[src/rtl/gf2_pkg.sv]
// Shared definitions for the digit-serial GF(2)[x] multiplier: FSM encoding,
// parameter helpers and a reference carry-less multiply.
package gf2_pkg;

  typedef enum logic [1:0] {
    IDLE = 2'd0,
    RUN  = 2'd1,
    DONE = 2'd2
  } state_e;

  // Ceiling log2, usable in constant expressions.
  function automatic int clog2(input int value);
    int r;
    r = 0;
    while ((1 << r) < value) r++;
    return r;
  endfunction

  // Number of D-bit digits needed to cover a W-bit operand.
  function automatic int ndig(input int w, input int d);
    return (w + d - 1) / d;
  endfunction

  localparam int CLMUL_MAX = 64;

  // Reference carry-less product for operands up to CLMUL_MAX bits.
  function automatic logic [2*CLMUL_MAX-1:0] clmul_ref(input logic [CLMUL_MAX-1:0] a,
                                                       input logic [CLMUL_MAX-1:0] b);
    logic [2*CLMUL_MAX-1:0] acc;
    acc = '0;
    for (int i = 0; i < CLMUL_MAX; i++) begin
      if (b[i]) acc = acc ^ ({{CLMUL_MAX{1'b0}}, a} << i);
    end
    return acc;
  endfunction

endpackage

[src/rtl/gf2_mul_digit_serial_if.sv]
// Operand/product handshake bundle for the digit-serial multiplier.
interface gf2_mul_digit_serial_if #(
  parameter int W = 27
);
  logic           in_valid;
  logic           in_ready;
  logic [W-1:0]   a;
  logic [W-1:0]   b;
  logic           out_valid;
  logic           out_ready;
  logic [2*W-2:0] y;

  // Producer of operands and consumer of the product.
  modport master (
    output in_valid, a, b, out_ready,
    input  in_ready, out_valid, y
  );

  // The multiplier itself.
  modport slave (
    input  in_valid, a, b, out_ready,
    output in_ready, out_valid, y
  );
endinterface

[src/rtl/gf2_digit_mul.sv]
// Combinational W x D carry-less partial product: XOR of D shifted copies of
// a, each masked by one bit of the digit.
module gf2_digit_mul
  import gf2_pkg::*;
#(
  parameter int W = 27,
  parameter int D = 9
) (
  input  logic [W-1:0]   a,
  input  logic [D-1:0]   digit,
  output logic [W+D-2:0] prod
);

  localparam int PW = W + D - 1;

  logic [PW-1:0] a_ext;

  assign a_ext = PW'(a);

  // Accumulate the masked, shifted copies of a.
  always_comb begin
    prod = '0;
    for (int i = 0; i < D; i++) begin
      if (digit[i]) prod = prod ^ (a_ext << i);
    end
  end

endmodule

[src/rtl/gf2_mul_digit_serial.sv]
// Digit-serial carry-less multiplier. Horner evaluation over the digits of b,
// most significant digit first, one digit per clock; unreduced 2W-1 bit product.
module gf2_mul_digit_serial
  import gf2_pkg::*;
#(
  parameter int W = 27,
  parameter int D = 9
) (
  input  logic                  clk,
  input  logic                  rst_n,
  input  logic                  clear,
  gf2_mul_digit_serial_if.slave bus
);

  localparam int NDIG = ndig(W, D);
  localparam int CW   = clog2(NDIG + 1);
  localparam int BW   = NDIG * D;
  localparam int AW   = BW + W - 1;
  localparam int PW   = W + D - 1;

  localparam logic [CW-1:0] CNT_LAST = CW'(NDIG - 1);

  state_e        state;
  state_e        state_next;
  logic [CW-1:0] cnt;
  logic [W-1:0]  a_reg;
  logic [BW-1:0] b_reg;
  logic [AW-1:0] acc;
  logic [D-1:0]  b_digit;
  logic [PW-1:0] pp;
  logic          accept;

  assign bus.in_ready  = (state == IDLE);
  assign bus.out_valid = (state == DONE);
  assign bus.y         = acc[2*W-2:0];

  // Operands are taken only in IDLE and never alongside an abort.
  assign accept = bus.in_valid && (state == IDLE) && !clear;

  // Select the digit of b addressed by the down-counter.
  always_comb begin
    b_digit = '0;
    for (int i = 0; i < NDIG; i++) begin
      if (cnt == CW'(i)) b_digit = b_reg[i*D +: D];
    end
  end

  gf2_digit_mul #(
    .W (W),
    .D (D)
  ) u_digit_mul (
    .a     (a_reg),
    .digit (b_digit),
    .prod  (pp)
  );

  // State register.
  always_ff @(posedge clk or negedge rst_n) begin
    if (!rst_n) begin
      state <= IDLE;
    end else begin
      // NOTE: sequential state uses non-blocking assignment so every flop
      // samples pre-edge values regardless of process ordering.
      state <= state_next;
    end
  end

  // Next-state logic; abort overrides every transition.
  always_comb begin
    // NOTE: default assigned first so no path leaves state_next unassigned,
    // which would otherwise infer a latch.
    state_next = state;
    unique case (state)
      IDLE:    if (bus.in_valid)  state_next = RUN;
      RUN:     if (cnt == '0)     state_next = DONE;
      DONE:    if (bus.out_ready) state_next = IDLE;
      default:                    state_next = IDLE;
    endcase
    if (clear) state_next = IDLE;
  end

  // Operand capture, digit counter and shift-accumulator.
  always_ff @(posedge clk or negedge rst_n) begin
    if (!rst_n) begin
      // NOTE: operand registers are plain flops, not a RAM, so they are
      // reset with everything else to give a defined y after reset.
      cnt   <= '0;
      a_reg <= '0;
      b_reg <= '0;
      acc   <= '0;
    end else if (clear) begin
      cnt <= '0;
      acc <= '0;
    end else if (accept) begin
      a_reg <= bus.a;
      b_reg <= BW'(bus.b);
      acc   <= '0;
      cnt   <= CNT_LAST;
    end else if (state == RUN) begin
      acc <= (acc << D) ^ AW'(pp);
      if (cnt != '0) cnt <= cnt - 1'b1;
    end
  end

endmodule

[src/flat_wrapper.sv]
// flat-port wrapper written by rule: the top's interface ports become plain ports
module gf2_mul_digit_serial_flat import gf2_pkg::*;
#(
  parameter int W = 27,
  parameter int D = 9
)
  (clk, rst_n, clear, bus_in_valid, bus_a, bus_b, bus_out_ready, bus_in_ready, bus_out_valid, bus_y);
  gf2_mul_digit_serial_if #(.W(W)) bus_i ();
  input  logic clk;
  input  logic rst_n;
  input  logic clear;
  input wire logic [$bits(bus_i.in_valid)-1:0] bus_in_valid;
  input wire logic [$bits(bus_i.a)-1:0] bus_a;
  input wire logic [$bits(bus_i.b)-1:0] bus_b;
  input wire logic [$bits(bus_i.out_ready)-1:0] bus_out_ready;
  output wire logic [$bits(bus_i.in_ready)-1:0] bus_in_ready;
  output wire logic [$bits(bus_i.out_valid)-1:0] bus_out_valid;
  output wire logic [$bits(bus_i.y)-1:0] bus_y;
  assign bus_i.in_valid = bus_in_valid;
  assign bus_i.a = bus_a;
  assign bus_i.b = bus_b;
  assign bus_i.out_ready = bus_out_ready;
  assign bus_in_ready = bus_i.in_ready;
  assign bus_out_valid = bus_i.out_valid;
  assign bus_y = bus_i.y;
  gf2_mul_digit_serial #(.W(W), .D(D)) u_core (.clk(clk), .rst_n(rst_n), .clear(clear), .bus(bus_i));
endmodule
[config.mk]
export PLATFORM = sky130hd
export DESIGN_NAME = gf2_mul_digit_serial_flat
export DESIGN_NICKNAME = d
export VERILOG_FILES = /design/src/rtl/gf2_pkg.sv /design/src/rtl/gf2_mul_digit_serial_if.sv /design/src/rtl/gf2_digit_mul.sv /design/src/rtl/gf2_mul_digit_serial.sv /design/src/flat_wrapper.sv
export SDC_FILE = /design/constraint.sdc
export NUM_CORES = 1
export LEC_CHECK = 0
export ABC_AREA = 1
export CAP_MARGIN = 10
export CORE_MARGIN = 1.5
export CORE_UTILIZATION = 27
export CTS_CLUSTER_DIAMETER = 60
export DETAILED_ROUTE_END_ITERATION = 16
export PLACE_DENSITY = 0.47
export SLEW_MARGIN = 20
export SYNTH_ARGS = -nofsm -noshare
export SYNTH_HDL_FRONTEND = slang
export SYNTH_SLANG_ARGS = --single-unit
[constraint.sdc]
create_clock -name clk -period 3.7 [get_ports clk]
set_clock_uncertainty 0.15 [all_clocks]
set_input_delay 0.37 -clock clk [delete_from_list [all_inputs] [get_ports clk]]
set_output_delay 0.37 -clock clk [all_outputs]
set_load 0.02 [all_outputs]
==> Yosys cells after proc, flatten, opt, wreduce, memory -nomap -nowiden <==
Index checks and enable logic that the tools add are counted.
{ "word_totals": {"in_bits": 59, "reg_bits": 111, "out_inout_bits": 55, "word_cells": 58} }
{ "op_classes": {"n_bitwise": 10, "n_addsub": 1, "muxes": 24, "reduce_logical": 11, "n_eq_ne": 7} }
{ "op_table": {"columns": ["operator", "n"], "rows": [
  ["two-way mux 35 bit", 8],
  ["two-way mux 53 bit", 3],
  ["XOR 53 x 35 -> 53 bit", 1],
  ["XOR 35 x 28 -> 35 bit", 1],
  ["XOR 35 x 29 -> 35 bit", 1],
  ["XOR 35 x 30 -> 35 bit", 1],
  ["XOR 35 x 31 -> 35 bit", 1],
  ["XOR 35 x 32 -> 35 bit", 1],
  ["XOR 35 x 33 -> 35 bit", 1],
  ["XOR 35 x 34 -> 35 bit", 1],
  ["XOR 35 bit", 1],
  ["two-way mux 27 bit", 1],
  ["two-way mux 9 bit", 3],
  ["two-way mux 2 bit", 8],
  ["inequality test 3 bit, second input constant", 2],
  ["case mux 2 bit (3 select lines)", 1],
  ["nonzero test 3 bit", 2],
  ["equality test 2 x 1 -> 1 bit, second input constant", 2],
  ["equality test 2 bit, second input constant", 2],
  ["logical NOT 2 bit", 2],
  ["AND reduction 2 bit", 2],
  ["inequality test 3 x 2 -> 1 bit, second input constant", 1],
  ["AND reduction 3 bit", 1],
  ["logical AND 1 bit", 2],
  ["other kinds (4)", 4]
]} }

==> Longest topological paths before layout <==
{ "logic_depth": {"word_depth": 25, "depth_mapped": 19, "depth_no_buf": 17} }

==> Hierarchy <==
Synthesis repeated with hierarchy kept, for this count alone.
{ "hier_totals": {"hier_cells": 1481, "hier_area_um2": 9447.8} }
{ "modules_own_cells": {"columns": ["module", "seq_area_each_um2", "cells_each", "instances", "area_per_inst_um2"], "rows": [
  ["gf2_mul_digit_serial", 2777.7, 587, 1, 4986.0],
  ["gf2_digit_mul", 0.0, 894, 1, 4461.8]
]} }

==> Worst setup path after synthesis <==
No wires, ideal clock.
{ "synth_path": {"kind": "register to register", "start": "register u_core.cnt[0]", "end": "register u_core.acc[31], in the netlist u_core.bus.y[31]", "period_less_slack_ps": 2217, "path_stages_with_launch": 15, "setup_slack_ps": 1483, "arrival_time_ps": 1949, "setup_ps": 118, "cell_sequence": "dfrtp_1 -> inv_1 -> ha_1 -> buf_6 -> inv_4 -> or2_1 -> buf_6 -> nand2_4 -> buf_6 -> nor2_2 -> xor2_1 -> or2_1 -> a21o_1 -> nand3_1 -> nand2_1"} }
{ "synth_between": {"elab_chain_cells": 23, "word_cells_on_any_way": 25} }
{ "synth_rtl": {"columns": ["element", "line_no", "text"], "rows": [
  ["from (decl)", "gf2_mul_digit_serial.sv:25", "logic [CW-1:0] cnt;"],
  ["from (signal assigned)", "gf2_mul_digit_serial.sv:101", "if (cnt != '0) cnt <= cnt - 1'b1;"],
  ["logical NOT 2 bit", "gf2_mul_digit_serial.sv:44", "if (cnt == CW'(i)) b_digit = b_reg[i*D +: D];"],
  ["two-way mux 9 bit (2 in series)", "gf2_mul_digit_serial.sv:44", null],
  ["two-way mux 9 bit (*)", "gf2_mul_digit_serial.sv:44", null],
  ["two-way mux 35 bit", "gf2_digit_mul.sv:24", "if (digit[i]) prod = prod ^ (a_ext << i);"],
  ["XOR 35 x 29 -> 35 bit", "gf2_digit_mul.sv:24", null],
  ["two-way mux 35 bit", "gf2_digit_mul.sv:24", null],
  ["XOR 35 x 30 -> 35 bit", "gf2_digit_mul.sv:24", null],
  ["two-way mux 35 bit", "gf2_digit_mul.sv:24", null],
  ["[... 6 more ...]", null, null],
  ["XOR 35 x 34 -> 35 bit", "gf2_digit_mul.sv:24", null],
  ["two-way mux 35 bit", "gf2_digit_mul.sv:24", null],
  ["XOR 35 bit", "gf2_digit_mul.sv:24", null],
  ["two-way mux 35 bit (*)", "gf2_digit_mul.sv:24", null],
  ["XOR 53 x 35 -> 53 bit (*)", "gf2_mul_digit_serial.sv:100", "acc <= (acc << D) ^ AW'(pp);"],
  ["two-way mux 53 bit (*)", "gf2_mul_digit_serial.sv:99", "end else if (state == RUN) begin"],
  ["two-way mux 53 bit (*)", "gf2_mul_digit_serial.sv:94", "end else if (accept) begin"],
  ["two-way mux 53 bit (*)", "gf2_mul_digit_serial.sv:91", "end else if (clear) begin"],
  ["to (signal assigned)", "gf2_mul_digit_serial.sv:100", null],
  ["to (decl)", "gf2_mul_digit_serial.sv:28", "logic [AW-1:0] acc;"]
]} }
Mark *: on every way between the ends. The rest lies on a longest branch, timed or not. The select of a mux whose other input is x is not followed.
A chain may end at the register's enable or synchronous reset.

==> Worst setup path in the final report <==
{ "layout_path": {"start": "register u_core.cnt[0]", "end": "register u_core.acc[22], in the netlist u_core.bus.y[22]"} }
{ "layout_between": {"elab_chain_cells": 25, "word_cells_on_any_way": 27} }
{ "layout_rtl": {"columns": ["element", "line_no"], "rows": [
  ["logical NOT 2 bit", "gf2_mul_digit_serial.sv:44"],
  ["two-way mux 9 bit (2 in series)", "gf2_mul_digit_serial.sv:44"],
  ["two-way mux 9 bit (*)", "gf2_mul_digit_serial.sv:44"],
  ["two-way mux 27 bit", "gf2_digit_mul.sv:24"],
  ["XOR 35 x 28 -> 35 bit", "gf2_digit_mul.sv:24"],
  ["two-way mux 35 bit", "gf2_digit_mul.sv:24"],
  ["XOR 35 x 29 -> 35 bit", "gf2_digit_mul.sv:24"],
  ["two-way mux 35 bit", "gf2_digit_mul.sv:24"],
  ["[... 8 more ...]", null],
  ["XOR 35 x 34 -> 35 bit", "gf2_digit_mul.sv:24"],
  ["two-way mux 35 bit", "gf2_digit_mul.sv:24"],
  ["XOR 35 bit", "gf2_digit_mul.sv:24"],
  ["two-way mux 35 bit (*)", "gf2_digit_mul.sv:24"],
  ["XOR 53 x 35 -> 53 bit (*)", "gf2_mul_digit_serial.sv:100"],
  ["two-way mux 53 bit (*)", "gf2_mul_digit_serial.sv:99"],
  ["two-way mux 53 bit (*)", "gf2_mul_digit_serial.sv:94"],
  ["two-way mux 53 bit (*)", "gf2_mul_digit_serial.sv:91"]
]} }
Marked as above.

==> impl_metrics.py <==
metrics = {
    "placement": {
        "hpwlAfterDp_um": 26400,
        "io_buffers": 113,
        "place_congestion": 0.871,
    },
    "floorplanning": {
        "initial_utilization_pct": 27.3,
        "rows": 69,
        "core_area_mm2": 0.0354,
        "die_w_um": 192,
        "ios": 114,
        "dieArea_mm2": 0.0370,
        "die-height_um": 192,
    },
    "logic_synthesis": {
        "syn-cell-area_mm2": 0.00968,
        "ys_types": 38,
        "synth-xor-area-share_pct": 12.5,
        "ys_warn_count": 0,
        "synth-simple-area-share_pct": 42.1,
        "yosysTopAreaCellShare_pct": 28.7,
        "synth_seq_area_share_pct": 28.7,
        "synth-adder-area-share_pct": 0.388,
        "syn_inst": 1532,
        "yosys-top-cells-area": "dfrtp_1 (29%), nand2_1 (21%), nand3_1 (12%), xnor2_1 (6.5%), inv_1 (6.5%)",
        "postSynthAreaPerCell_um2": 6.32,
        "synth_seq_cells": 111,
        "synth_nets": 1594,
        "synth_top_family_by_area": "simple AND/OR/NAND/NOR gates",
        "synth_top_cell_by_area": "dfrtp_1",
        "synth.area.mux_share_pct": 0,
        "synth_compound_area_share_pct": 4.54,
    },
    "cts": {
        "ctsHtreeMaxLevel": 3,
        "cts_buffer_depth": 2,
        "cts_tree": "built",
        "cts_sinks": 111,
        "clk_pin_slew_worst_paths_ns": 0.09,
        "cts_root_buffer": "clkbuf_16",
        "cts_buffers": 9,
        "cts-resized-gates": 0,
        "clock_latency_ns": 0.37,
    },
    "power": {
        "power.share.clock_pct": 9.2,
        "irDropWorstVdd_uv": 310,
        "sw_frac_of_total_pct": 56.9,
        "powerDensity_mw_per_mm2": 957,
        "power_frac_comb_pct": 70.8,
        "power.total_mw": 10.9,
        "switchingPower_mw": 6.23,
        "seq_power_share_pct": 19.9,
        "intPower_mw": 4.72,
        "leakagePower_nw": 5.64,
    },
    "hold_path": {
        "hold_depth": 2,
        "hp-class": "reg -> reg",
        "min_to": "u_core.b_reg[26]",
        "worstHoldStart": "u_core.b_reg[26]",
    },
    "sta": {
        "max_freq_mhz": 302,
        "setup_viol": 0,
        "hold_violations": 0,
        "tns_ns": 0,
        "worstMarginPinSlew_ns": 0.663,
        "slew_headroom_pct": 55.7,
        "hold-worst-slack_ns": 0.332,
        "rsz0062_at_grt": "false",
        "period_share_pct": 89.5,
        "slew_viol_final": 0,
        "min_period_ns": 3.31,
    },
    "route": {
        "drc": 0,
        "drt_iter0_drc": 727,
        "wire_per_inst_um": 17.1,
        "viasPerCell": 4.78,
        "route.vias.total": 9922,
        "ant_nets": 0,
        "dr.pass1.iters": 5,
        "wl_um": 35600,
    },
    "worst_setup_path": {
        "crit_path_start_kind": "register",
        "rrSetupSlack_ns": 0.39,
        "reg2reg_from": "u_core.cnt[0]",
        "rr_endpoint": "u_core.bus.y[22]",
        "crit_path_end_kind": "register",
        "criticalPathCategory": "reg -> reg",
        "r2r_cells": 15,
        "cp.required_ns": 3.82,
        "worstPathArrival_ns": 3.43,
        "cp_max_fo": 15,
    },
    "global_routing": {
        "grt_pass1_vias": 9582,
        "grt_util_all_layers_pct": 19.9,
        "grt_antenna_before_repair": 0,
        "grt_pass1_wl_um": 55800,
        "overflow": 0,
        "grt_max_degree": 65,
    },
    "cells_and_area": {
        "fin_nets": 1670,
        "syn2layout_area_growth_pct": 18.2,
        "mostFrequentLayoutCells": "nand2_1 (543), nand3_1 (223), inv_1 (167)",
        "final_common_cell": "nand2_1",
        "antenna_cells": 0,
        "largest_reg_flops": 53,
        "drive_above_1_share_pct": 5.02,
    },
    "status": {
        "status": "finished clean",
    },
    "run": {
        "drv_cap": 0,
    },
}
-- layer usage --
metal / share of wire, % / vias to the layer above / global-route usage (%)
met4: 2.5 / 0 / 6.53
met3: 5.6 / 55 / 2.75
li1: - / 4900 / -
met1: 47 / 4636 / 27.5
met2: 45 / 331 / 31.9
met5: 0 / - / 0
-- area by class of cell --
type | instances | area, um2
Timing Repair Buffer | 139 | 1360
Clock buffer | 10 | 229
Sequential cell | 111 | 2780
Fill cell | 3888 | 24000
Multi-Input combinational cell | 1174 | 5780
Inverter | 173 | 654
Tap cell | 461 | 577
Clock inverter | 6 | 55.1
-- critical path: stages, from the launching register on --
cell and delay, ns:
dfrtp_1 0.40, ha_1 0.34, inv_1 0.22, nand3_1 0.10, nand2_1 0.52, nand2_1 0.37, buf_4 0.31, nor2_1 0.16
xor2_1 0.16, nand2_1 0.10, nand2_1 0.09, nand2_1 0.05, nand2_1 0.06, nand2_1 0.05, nand3_1 0.10, nand2_1 0.06
-- power groups by stage --
stage / clock (mW) / combinational (mW) / sequential (mW)
after global placement: 0 / 7.58 / 2.21
final: 1.01 / 7.76 / 2.18
after CTS: 1.06 / 7.73 / 2.18
after floorplan: 0 / 5.77 / 1.96
after detailed placement: 0 / 7.70 / 2.20
after global routing: 1.09 / 8.72 / 2.23
-- repair_timing --
item / CTS / global route
buffers inserted: 0 / 0
endpoints found under the hold margin: 47 / 0
hold buffers: 1 / 0
-- how the worst max path moves through the flow --
| stage | start | end | slack (ns) | depth (start not counted) |
|---|---|---|---|---|
| floorplan | u_core.cnt[0] | u_core.bus.y[31] | 1.48 | 14 |
| global placement | u_core.cnt[1] | u_core.bus.y[26] | 0.46 | 14 |
| detailed placement | u_core.cnt[1] | u_core.bus.y[26] | 0.39 | 14 |
| CTS | u_core.cnt[1] | u_core.bus.y[26] | 0.40 | 14 |
| global route | u_core.cnt[1] | u_core.bus.y[10] | 0.14 | 16 |
| finish | u_core.cnt[0] | u_core.bus.y[22] | 0.39 | 15 |
-- stage by stage --
stage	setup slack, ns	cell area, um2	cells	util, %
2_1_floorplan	1.48	9680	1532	-
3_3_place_gp	0.456	11100	2057	31.5
3_5_place_dp	0.392	11100	2057	31.5
4_1_cts	0.399	11400	2074	32.3
5_1_grt	0.136	11400	2074	32.3
6_report	0.387	11400	2074	32.3
-- Yosys cell counts --
master      n
a21o_1      1
a21oi_1    11
a31oi_1     1
buf_1       5
buf_2      10
buf_4      12
buf_6      19
clkbuf_1   27
clkbuf_2    1
clkinv_1    1
dfrtp_1   111
ha_1        3
inv_1     167
inv_2       3
inv_4       2
nand2_1   543
nand2_2     8
nand2_4     3
nand2b_1    1
nand3_1   223
nand3_2    15
nand3b_1   11
nand4_1     1
nor2_1    130
nor2_2      3
nor3_1      3
o21ai_0    55
o21ai_1     4
o21bai_1    1
o22ai_1     8
o311ai_0    1
o32ai_1     1
or2_0       1
or2_1       9
or2_2       1
xnor2_1    72
xnor2_2     3
xor2_1     61
-- cells by family after synthesis --
family | count (synthesis)
flops | 111
fa+ha+maj | 3
buf+inv | 247
compound gates | 83
simple gates | 952
xor+xnor | 136
No activity file was read; power rests on OpenSTA's default activity.
